$ cat src/rtl/row_scanout_if.sv
// row_scanout_if: row-buffer read port, bank handshake and VGA pins of the scanout block.
interface row_scanout_if;
  logic [8:0] address_read_row;
  logic [23:0] data_read_row;
  logic buf_sel;
  logic swap;
  logic [8:0] line_number;
  logic [7:0] vga_r, vga_g, vga_b;
  logic vga_hs, vga_vs, vga_de;
  modport master (
    output address_read_row, buf_sel, swap, line_number,
    output vga_r, vga_g, vga_b, vga_hs, vga_vs, vga_de,
    input data_read_row
  );
  modport slave (
    input address_read_row, buf_sel, swap, line_number,
    input vga_r, vga_g, vga_b, vga_hs, vga_vs, vga_de,
    output data_read_row
  );
endinterface

$ cat src/rtl/row_scanout.sv
// row_scanout: VGA timing generator that scans out one row-buffer bank per line
// through a 2-clk pipeline and pulses swap before every active line.
module row_scanout #(
  parameter int H_ACTIVE = 640,
  parameter int H_FP = 16,
  parameter int H_SYNC = 96,
  parameter int H_BP = 48,
  parameter int V_ACTIVE = 480,
  parameter int V_FP = 10,
  parameter int V_SYNC = 2,
  parameter int V_BP = 33,
  parameter int ROW_WIDTH = 480,
  parameter logic [23:0] BORDER = 24'h000000
) (
  input logic clk,
  input logic rst_n,
  row_scanout_if.master bus
);
  localparam int H_TOTAL = H_ACTIVE + H_FP + H_SYNC + H_BP;
  localparam int V_TOTAL = V_ACTIVE + V_FP + V_SYNC + V_BP;
  logic [9:0] h_cnt, v_cnt, v_next;
  logic h_last, active, in_row, hs_raw, vs_raw;
  assign h_last = h_cnt == 10'(H_TOTAL - 1);
  assign v_next = v_cnt == 10'(V_TOTAL - 1) ? 10'd0 : v_cnt + 10'd1;
  // Swap fires on the last clock of the line preceding each active line.
  assign bus.swap = h_last && v_next < 10'(V_ACTIVE);
  assign bus.address_read_row = h_cnt < 10'(ROW_WIDTH) ? h_cnt[8:0] : 9'd0;
  always_ff @(posedge clk or negedge rst_n) begin
    if (!rst_n) begin
      h_cnt <= '0;
      v_cnt <= '0;
      bus.buf_sel <= 1'b0;
      bus.line_number <= '0;
      active <= 1'b0;
      in_row <= 1'b0;
      hs_raw <= 1'b1;
      vs_raw <= 1'b1;
      {bus.vga_r, bus.vga_g, bus.vga_b} <= '0;
      bus.vga_de <= 1'b0;
      bus.vga_hs <= 1'b1;
      bus.vga_vs <= 1'b1;
    end else begin
      h_cnt <= h_last ? 10'd0 : h_cnt + 10'd1;
      if (h_last) v_cnt <= v_next;
      bus.buf_sel <= bus.buf_sel ^ bus.swap;
      if (bus.swap) bus.line_number <= v_next[8:0];
      active <= h_cnt < 10'(H_ACTIVE) && v_cnt < 10'(V_ACTIVE);
      in_row <= h_cnt < 10'(ROW_WIDTH);
      hs_raw <= !(h_cnt >= 10'(H_ACTIVE + H_FP) && h_cnt < 10'(H_ACTIVE + H_FP + H_SYNC));
      vs_raw <= !(v_cnt >= 10'(V_ACTIVE + V_FP) && v_cnt < 10'(V_ACTIVE + V_FP + V_SYNC));
      {bus.vga_r, bus.vga_g, bus.vga_b} <= active ? (in_row ? bus.data_read_row : BORDER) : 24'h0;
      bus.vga_de <= active;
      bus.vga_hs <= hs_raw;
      bus.vga_vs <= vs_raw;
    end
  end
endmodule

$ cat src/flat_wrapper.sv
// flat-port wrapper written by rule: the top's interface ports become plain ports
module row_scanout_flat 
#(
  parameter int H_ACTIVE = 640,
  parameter int H_FP = 16,
  parameter int H_SYNC = 96,
  parameter int H_BP = 48,
  parameter int V_ACTIVE = 480,
  parameter int V_FP = 10,
  parameter int V_SYNC = 2,
  parameter int V_BP = 33,
  parameter int ROW_WIDTH = 480,
  parameter logic [23:0] BORDER = 24'h000000
)
  (clk, rst_n, bus_address_read_row, bus_buf_sel, bus_swap, bus_line_number, bus_vga_r, bus_vga_g, bus_vga_b, bus_vga_hs, bus_vga_vs, bus_vga_de, bus_data_read_row);
  row_scanout_if bus_i ();
  input logic clk;
  input logic rst_n;
  output wire logic [$bits(bus_i.address_read_row)-1:0] bus_address_read_row;
  output wire logic [$bits(bus_i.buf_sel)-1:0] bus_buf_sel;
  output wire logic [$bits(bus_i.swap)-1:0] bus_swap;
  output wire logic [$bits(bus_i.line_number)-1:0] bus_line_number;
  output wire logic [$bits(bus_i.vga_r)-1:0] bus_vga_r;
  output wire logic [$bits(bus_i.vga_g)-1:0] bus_vga_g;
  output wire logic [$bits(bus_i.vga_b)-1:0] bus_vga_b;
  output wire logic [$bits(bus_i.vga_hs)-1:0] bus_vga_hs;
  output wire logic [$bits(bus_i.vga_vs)-1:0] bus_vga_vs;
  output wire logic [$bits(bus_i.vga_de)-1:0] bus_vga_de;
  input wire logic [$bits(bus_i.data_read_row)-1:0] bus_data_read_row;
  assign bus_address_read_row = bus_i.address_read_row;
  assign bus_buf_sel = bus_i.buf_sel;
  assign bus_swap = bus_i.swap;
  assign bus_line_number = bus_i.line_number;
  assign bus_vga_r = bus_i.vga_r;
  assign bus_vga_g = bus_i.vga_g;
  assign bus_vga_b = bus_i.vga_b;
  assign bus_vga_hs = bus_i.vga_hs;
  assign bus_vga_vs = bus_i.vga_vs;
  assign bus_vga_de = bus_i.vga_de;
  assign bus_i.data_read_row = bus_data_read_row;
  row_scanout #(.H_ACTIVE(H_ACTIVE), .H_FP(H_FP), .H_SYNC(H_SYNC), .H_BP(H_BP), .V_ACTIVE(V_ACTIVE), .V_FP(V_FP), .V_SYNC(V_SYNC), .V_BP(V_BP), .ROW_WIDTH(ROW_WIDTH), .BORDER(BORDER)) u_core (.clk(clk), .rst_n(rst_n), .bus(bus_i));
endmodule
$ cat config.mk
export PLATFORM = sky130hd
export DESIGN_NAME = row_scanout_flat
export DESIGN_NICKNAME = d
export VERILOG_FILES = /design/src/rtl/row_scanout_if.sv /design/src/rtl/row_scanout.sv /design/src/flat_wrapper.sv
export SDC_FILE = /design/constraint.sdc
export NUM_CORES = 1
export LEC_CHECK = 0
export ABC_AREA = 1
export CORE_ASPECT_RATIO = 0.6
export CORE_MARGIN = 3
export CORE_UTILIZATION = 30
export DETAILED_ROUTE_END_ITERATION = 6
export GPL_ROUTABILITY_DRIVEN = 0
export HOLD_SLACK_MARGIN = 0.12
export PLACE_DENSITY = 0.58
export REMOVE_ABC_BUFFERS = 1
export SLEW_MARGIN = 30
export SYNTH_ARGS = -nofsm -noshare
export SYNTH_HDL_FRONTEND = slang
export SYNTH_SLANG_ARGS = --single-unit
export TNS_END_PERCENT = 10
$ cat constraint.sdc
create_clock -name clk -period 1.66 [get_ports clk]
set_input_delay 0.332 -clock clk [delete_from_list [all_inputs] [get_ports clk]]
set_output_delay 0.332 -clock clk [all_outputs]
set_load 0.03 [all_outputs]
==> results of run 1 <==
## metrics by stage
step / total power, mW / hold slack (ps) / area (µm²)
after floorplan: 1.64 / 36.4 / 2670
after global placement: 1.80 / 347 / 3870
after detailed placement: 1.80 / 347 / 3870
after CTS: 3.68 / 354 / 4310
after global routing: 3.77 / 362 / 4520
final: 3.62 / 353 / 4520
## critical path, cell delays in order, from the launching register on
cell	delay (ps)
dfrtp_1	360
ha_2	190
nand2_2	70
nor2_4	120
nand2_2	90
nor3_4	260
nand2_2	100
o21ai_2	140
buf_4	130
buf_12	110
## final timing paths
check / startpoint / end / slack [ps]
worst max-delay path: u_core.h_cnt[0]$_DFF_PN0_ / bus_swap / -560
min in group asynchronous: rst_n / u_core.bus.vga_r[6]$_DFF_PN0_ / 560
worst min register to register: u_core.hs_raw$_DFF_PN1_ / u_core.bus.vga_hs$_DFF_PN1_ / 350
worst max register to register: u_core.h_cnt[0]$_DFF_PN0_ / u_core.bus.line_number[7]$_DFFE_PN0P_ / -60
worst min-delay path: u_core.hs_raw$_DFF_PN1_ / u_core.bus.vga_hs$_DFF_PN1_ / 350
max in group asynchronous: rst_n / u_core.bus.vga_hs$_DFF_PN1_ / 780
## synthesized netlist by cell type
library cell,n
dfrtp_1,57
inv_1,66
o21ai_0,9
nor2_2,2
buf_2,2
nand4_1,2
nor2_4,1
nand2_2,2
nor3b_1,1
o211ai_1,1
nor3_1,5
o21bai_1,1
xor2_1,2
nand2_4,1
clkbuf_1,2
nand3_1,20
clkinv_1,1
nand3_2,2
nor3_2,1
or2_2,3
a21oi_1,6
a31oi_1,1
dfstp_2,4
inv_2,4
nand3_4,1
nand2_1,61
buf_4,1
ha_1,4
nor2_1,50
nor4_1,2
o21ai_1,4
## cells in the final DEF (no fill, tap or decap), types with 4 or more instances in the layout
master           synthesis  routed
nor3_1                   5       4
inv_1                   66      62
clkdlybuf4s50_1          0      25
nand2_1                 61      56
nand3_1                 20      19
buf_6                    0       9
o21ai_1                  4       6
nor2_4                   1      12
a21oi_1                  6       6
dlygate4sd2_1            0      22
dfrtp_1                 57      54
dfstp_2                  4       4
nand2_2                  2       7
dlymetal6s2s_1           0      14
nor2_2                   2       4
inv_2                    4       5
clkbuf_16                0       9
nor2_1                  50      37
buf_4                    1      53
o21ai_0                  9       6
## power by group through the flow
stage                     Clock [mW]  Combinational (mW)  Sequential (mW)
after floorplan                    0              0.0230             1.61
after global routing            1.99               0.253             1.53
final                           1.86               0.233             1.53
after global placement             0               0.245             1.55
after CTS                       1.91               0.241             1.53
after detailed placement           0               0.246             1.55
## flip-flops by register name (all words and copies together) (netlist names), 8 cells and up
signal                  count
u_core.bus.vga_b            8
u_core.bus.line_number      9
u_core.h_cnt               10
u_core.bus.vga_g            8
u_core.v_cnt               10
u_core.bus.vga_r            8
## logic make-up after synthesis
family	after synthesis
AOI/OAI and AO/OA	22
adders and majority gates	4
buffers and inverters	76
and+or+nand+nor	154
DFF	61
xor gates and xnor gates	2
## what timing repair did
| action | CTS | global route |
|---|---|---|
| cloned | 1 | 0 |
| hold buffers | 1 | 0 |
| setup buffers | 5 | 8 |
| endpoints found under the setup margin | 48 | 43 |
| resized for setup | 61 | 45 |
| pin swaps | 8 | 11 |
| hold endpoints to repair | 57 | 0 |
## routing by layer
metal  part of all wire  track usage
met1               0.52        0.218
met2               0.39        0.193
met3              0.081       0.0495
met4             0.0086       0.0445
met5                  0            0
## cell type report
type	count	area share
Clock buffer	11	0.0560
Clock inverter	4	0.0105
Inverter	71	0.0620
Multi-Input combinational cell	182	0.227
Sequential cell	61	0.340
Tap cell	112	0.0310
Timing Repair Buffer	131	0.274
==> reports/results.tsv, run 1 <==
stage	metric	value	unit
finish	final_core_utilization	0.524	
power	switching_share	0.212	
logic_synthesis	synth_top_family_by_area	simple AND/OR/NAND/NOR gates	
placement	dp_hpwl	4.79	mm
logic_synthesis	syn_avg_cell_area	8.45	µm²
floorplan	ios	73	
timing	maxSlewHeadroom	0.772	
placement	numPortBuffers	72	
logic_synthesis	synthAdderAreaFrac	0.0186	
logic_synthesis	ys_seq_area_frac	0.568	
detailed_routing	vias	2403	
clock_network	cts.clk_slew.worst_paths	50	ps
detailed_routing	drt_iter0_markers	113	
logic_synthesis	synth_xor_area_frac	0.00650	
detailed_routing	viasPerCell	4.20	
finish	seq_area	1540	µm²
logic_synthesis	yosysWarnings	0	
worst_setup_path	critical_path_class	register to output port	
status	violations	negative setup slack	
clock_network	cts_buffer_depth	2	
clock_network	cts_max_level	3	
clock_network	cts_tree	done	
finish	drive_above_1_share	0.296	
clock_network	cts_sinks	61	
hold_path	hold_class	register to register	
placement	post-place-ws	-261	ps
power	clkPwrFrac	0.514	
power	power_frac_seq	0.422	
power	power_leakage	2.38	nW
power	powerDensity	801	nW/µm²
logic_synthesis	syn-cell-area	2700	µm²
finish	final-instance-count-excl-fill	572	
global_route	grt_overflow_total	0	
global_route	antenna_found_initial	0	
finish	multi_input_area	1020	µm²
worst_setup_path	cp.arrival	1890	ps
detailed_routing	drtAntennaViolNets	0	
worst_setup_path	required	1330	ps
global_route	grt_max_degree	62	
timing	slew_viol_final	0	
floorplan	start_util	0.313	
timing	period_needed	2220	ps
timing	worstMarginPinSlew	341	ps
worst_setup_path	r2r_cells	10	
logic_synthesis	synth-seq-cells	61	
timing	fin_crit_sh	1.34	
timing	finClkSkew	3.44	ps
clock_network	cts_buffers	9	
detailed_routing	drc	0	
logic_synthesis	syn_inst	319	
finish	area_growth	67.6	%
worst_setup_path	cp-end-kind	output port	
finish	finalNetCount	486	
status	status	complete, but fails checks	
timing	setup-tns-final	-3150	ps
floorplan	core_area	8620	µm²
logic_synthesis	synth_cell_types	31	
clock_network	cts_root_buf	clkbuf_16	
power	switchingPower	0.767	mW
worst_setup_path	path_max_fanout	4	
job	drv_cap	0	
logic_synthesis	synth_compound_area_frac	0.0432	
global_route	grt_pass1_vias	2322	
logic_synthesis	synthSimpleGateAreaFrac	0.255	
timing	rsz0062_at_grt	yes	
worst_setup_path	start_kind	register	
timing	fmax	0.450	GHz
hold_path	hold_depth	0	
floorplan	die_h	79.4	µm
timing	worst_slack	-563	ps
finish	fillers	800	
finish	diodes	0	
timing	setup_viol	29	
detailed_routing	avgRoutedWirePerCell	12.2	µm
placement	place_inst	542	
global_route	grt_usage	0.145	
floorplan	row_count	26	
timing	hold_viol	0	
logic_synthesis	synth_top_area_cell	dfrtp_1	
power	peakVddDrop	0.520	mV
floorplan	design.die.area	10200	µm²
floorplan	fp.dieW	128	µm
logic_synthesis	synth_mux_area_frac	0	
logic_synthesis	synthTopCellsByArea	dfrtp_1 (53%), inv_1 (9.2%), nand2_1 (8.5%)	
global_route	grt_pass1_wl	11.5	mm
detailed_routing	dr.pass1.iters	4	
power	p_comb_frac	0.065	
power	p_int	2.85	mW
clock_network	clock_latency	320	ps
logic_synthesis	yosys.area.top_type_share	0.529	
detailed_routing	finalWirelength	7.00	mm
Note: power is estimated with default switching activity, not from simulation.
==> inputs of run 2 (changes only) <==
CTS_BUF_LIST = sky130_fd_sc_hd__clkbuf_16   (was unset)
==> reports/results.tsv, run 2 (synthesis results as in run 1) <==
stage	metric	value	unit
finish	area_growth	66.9	%
timing	slew_viol_final	0	
worst_setup_path	crit_path_start	u_core.h_cnt[0]$_DFF_PN0_	
job	drv_cap	0	
timing	rsz0062_at_grt	yes	
floorplan	fp.dieW	128	µm
global_route	grt_pass1_vias	2325	
detailed_routing	dr.pass1.iters	4	
hold_path	hold_start	u_core.hs_raw$_DFF_PN1_	
clock_network	clock_latency	320	ps
finish	final_core_utilization	0.522	
worst_setup_path	r2r_slack	-60	ps
detailed_routing	avgRoutedWirePerCell	12.2	µm
worst_setup_path	cp.arrival	1890	ps
worst_setup_path	critical_path_class	register to output port	
timing	finClkSkew	2.43	ps
timing	setup_viol	30	
global_route	grt_max_degree	62	
detailed_routing	vias	2424	
worst_setup_path	worstReg2RegEnd	u_core.bus.line_number[7]$_DFFE_PN0P_	
global_route	grt_pass1_wl	11.5	mm
power	p_total	3.52	mW
timing	worstMarginPinSlew	343	ps
worst_setup_path	critical_path_buf_inv_count	2	
floorplan	core_area	8620	µm²
clock_network	cts_buffer_depth	2	
detailed_routing	drt_iter0_markers	97	
floorplan	design.die.area	10200	µm²
worst_setup_path	path_max_fanout	4	
power	peakVddDrop	0.520	mV
hold_path	hold_depth	0	
finish	fillers	805	
worst_setup_path	required	1330	ps
detailed_routing	drtAntennaViolNets	0	
power	power_leakage	2.36	nW
timing	hold_viol	0	
clock_network	cts_tree	done	
status	status	complete, but fails checks	
global_route	antenna_found_initial	0	
clock_network	cts_max_level	3	
worst_setup_path	r2r_cells	10	
floorplan	start_util	0.313	
detailed_routing	viasPerCell	4.24	
worst_setup_path	cp_cell_sequence	ha_2 -> nand2_2 -> nor2_4 -> nand2_2 -> nor3_4 -> nand2_2 -> o21ai_2 -> buf_4 -> buf_12	
timing	period_needed	2220	ps
finish	drive_above_1_share	0.291	
placement	numPortBuffers	72	
clock_network	cts.clk_slew.worst_paths	50	ps
global_route	grt_overflow_total	0	
worst_setup_path	crit_family	simple AND/OR/NAND/NOR gates	
timing	worst_slack	-563	ps
hold_path	hold_path_end	u_core.bus.vga_hs$_DFF_PN1_	
detailed_routing	finalWirelength	7.00	mm
floorplan	die_h	79.4	µm
worst_setup_path	reg2reg_from	u_core.h_cnt[0]$_DFF_PN0_	
clock_network	cts_sinks	61	
finish	final_common_cell	inv_1	
clock_network	cts_buffers	9	
placement	post-place-ws	-261	ps
finish	top_regs	u_core.h_cnt x10, u_core.v_cnt x10, u_core.bus.line_number x9	
worst_setup_path	start_kind	register	
worst_setup_path	cp-end-kind	output port	
detailed_routing	drc	0	
worst_setup_path	max_stage_delay	360	ps
clock_network	cts_root_buf	clkbuf_16	
timing	fin_crit_sh	1.34	
global_route	grt_usage	0.145	
timing	fmax	0.450	GHz
floorplan	ios	73	
floorplan	row_count	26	
worst_setup_path	cpMaxStageDelayCell	dfrtp_1	
finish	finalNetCount	486	
status	violations	negative setup slack	
placement	dp_hpwl	4.79	mm
finish	final_cell_mix	inv_1 (62), nand2_1 (56), dfrtp_1 (54)	
timing	maxSlewHeadroom	0.772	
hold_path	hold_class	register to register	
power	powerDensity	783	nW/µm²
worst_setup_path	crit_path_frequent_cell	nand2_2	
finish	diodes	0	
[run 2: cell count changes in the layout (fill, tap and decap cells not counted)]
cell,change
clkinv_1,+2
clkbuf_8,-2
[run 2: repair_timing]
item | 4_1_cts | 5_1_grt
pin swaps | 8 | 11
gates resized for setup | 61 | 45
endpoints found under the setup margin | 48 | 43
cloned | 1 | 0
hold endpoints to repair | 57 | 0
buffers inserted | 5 | 8
hold buffers | 1 | 0
[run 2: per-stage QoR]
step           setup TNS (ps)  hold slack [ps]  instance area (µm²)  instances
6_report                -3240              353                 4500        572
3_5_place_dp            -1700              347                 3870        542
4_1_cts                 -3270              354                 4290        564
2_1_floorplan           -1010             36.4                 2670        314
5_1_grt                 -6380              362                 4500        572
3_3_place_gp            -1290              347                 3870        542
[run 2: where the power goes]
part	switching (mW)	total (mW)	internal, mW
Combinational	0.127	0.234	0.106
Clock	0.627	1.76	1.13
Sequential	0.00701	1.53	1.52
Total	0.761	3.52	2.76
[run 2: worst max-delay path by stage]
stage               endpoint  slack (ps)  cells after the start
floorplan           bus_swap        -760                      7
global placement    bus_swap        -230                     11
detailed placement  bus_swap        -260                      9
CTS                 bus_swap        -530                     12
global route        bus_swap        -660                      9
finish              bus_swap        -560                      9
[run 2: cell type report]
cell class | count | area [µm²] | area share
Multi-Input combinational cell | 182 | 1020 | 0.228
Inverter | 71 | 280 | 0.0623
Tap cell | 112 | 140 | 0.0312
Sequential cell | 61 | 1540 | 0.341
Clock inverter | 6 | 55.1 | 0.0122
Clock buffer | 9 | 225 | 0.0501
Timing Repair Buffer | 131 | 1240 | 0.275
[run 2: worst register-to-register path, cell delays in order (launching register included)]
cell and delay, ps:
dfrtp_1 360, ha_2 190, nand2_2 70, nor2_4 120, nand2_2 90, nor3_4 260
nand2_2 100, buf_4 150, buf_4 120, nor2_1 90, a21oi_1 50
[run 2: per-layer routing]
layer,vias to the layer above,part of all wire,GRT usage
met5,-,0,0
met4,0,0.0069,0.0381
met3,6,0.069,0.0535
met2,84,0.39,0.193
met1,1097,0.53,0.218
li1,1237,-,-
==> inputs of run 3 (changes only) <==
CAP_MARGIN = 40   (was unset)
==> results of run 3 <==
Same layout as run 2: the final DEF is identical, and so are final timing and power.
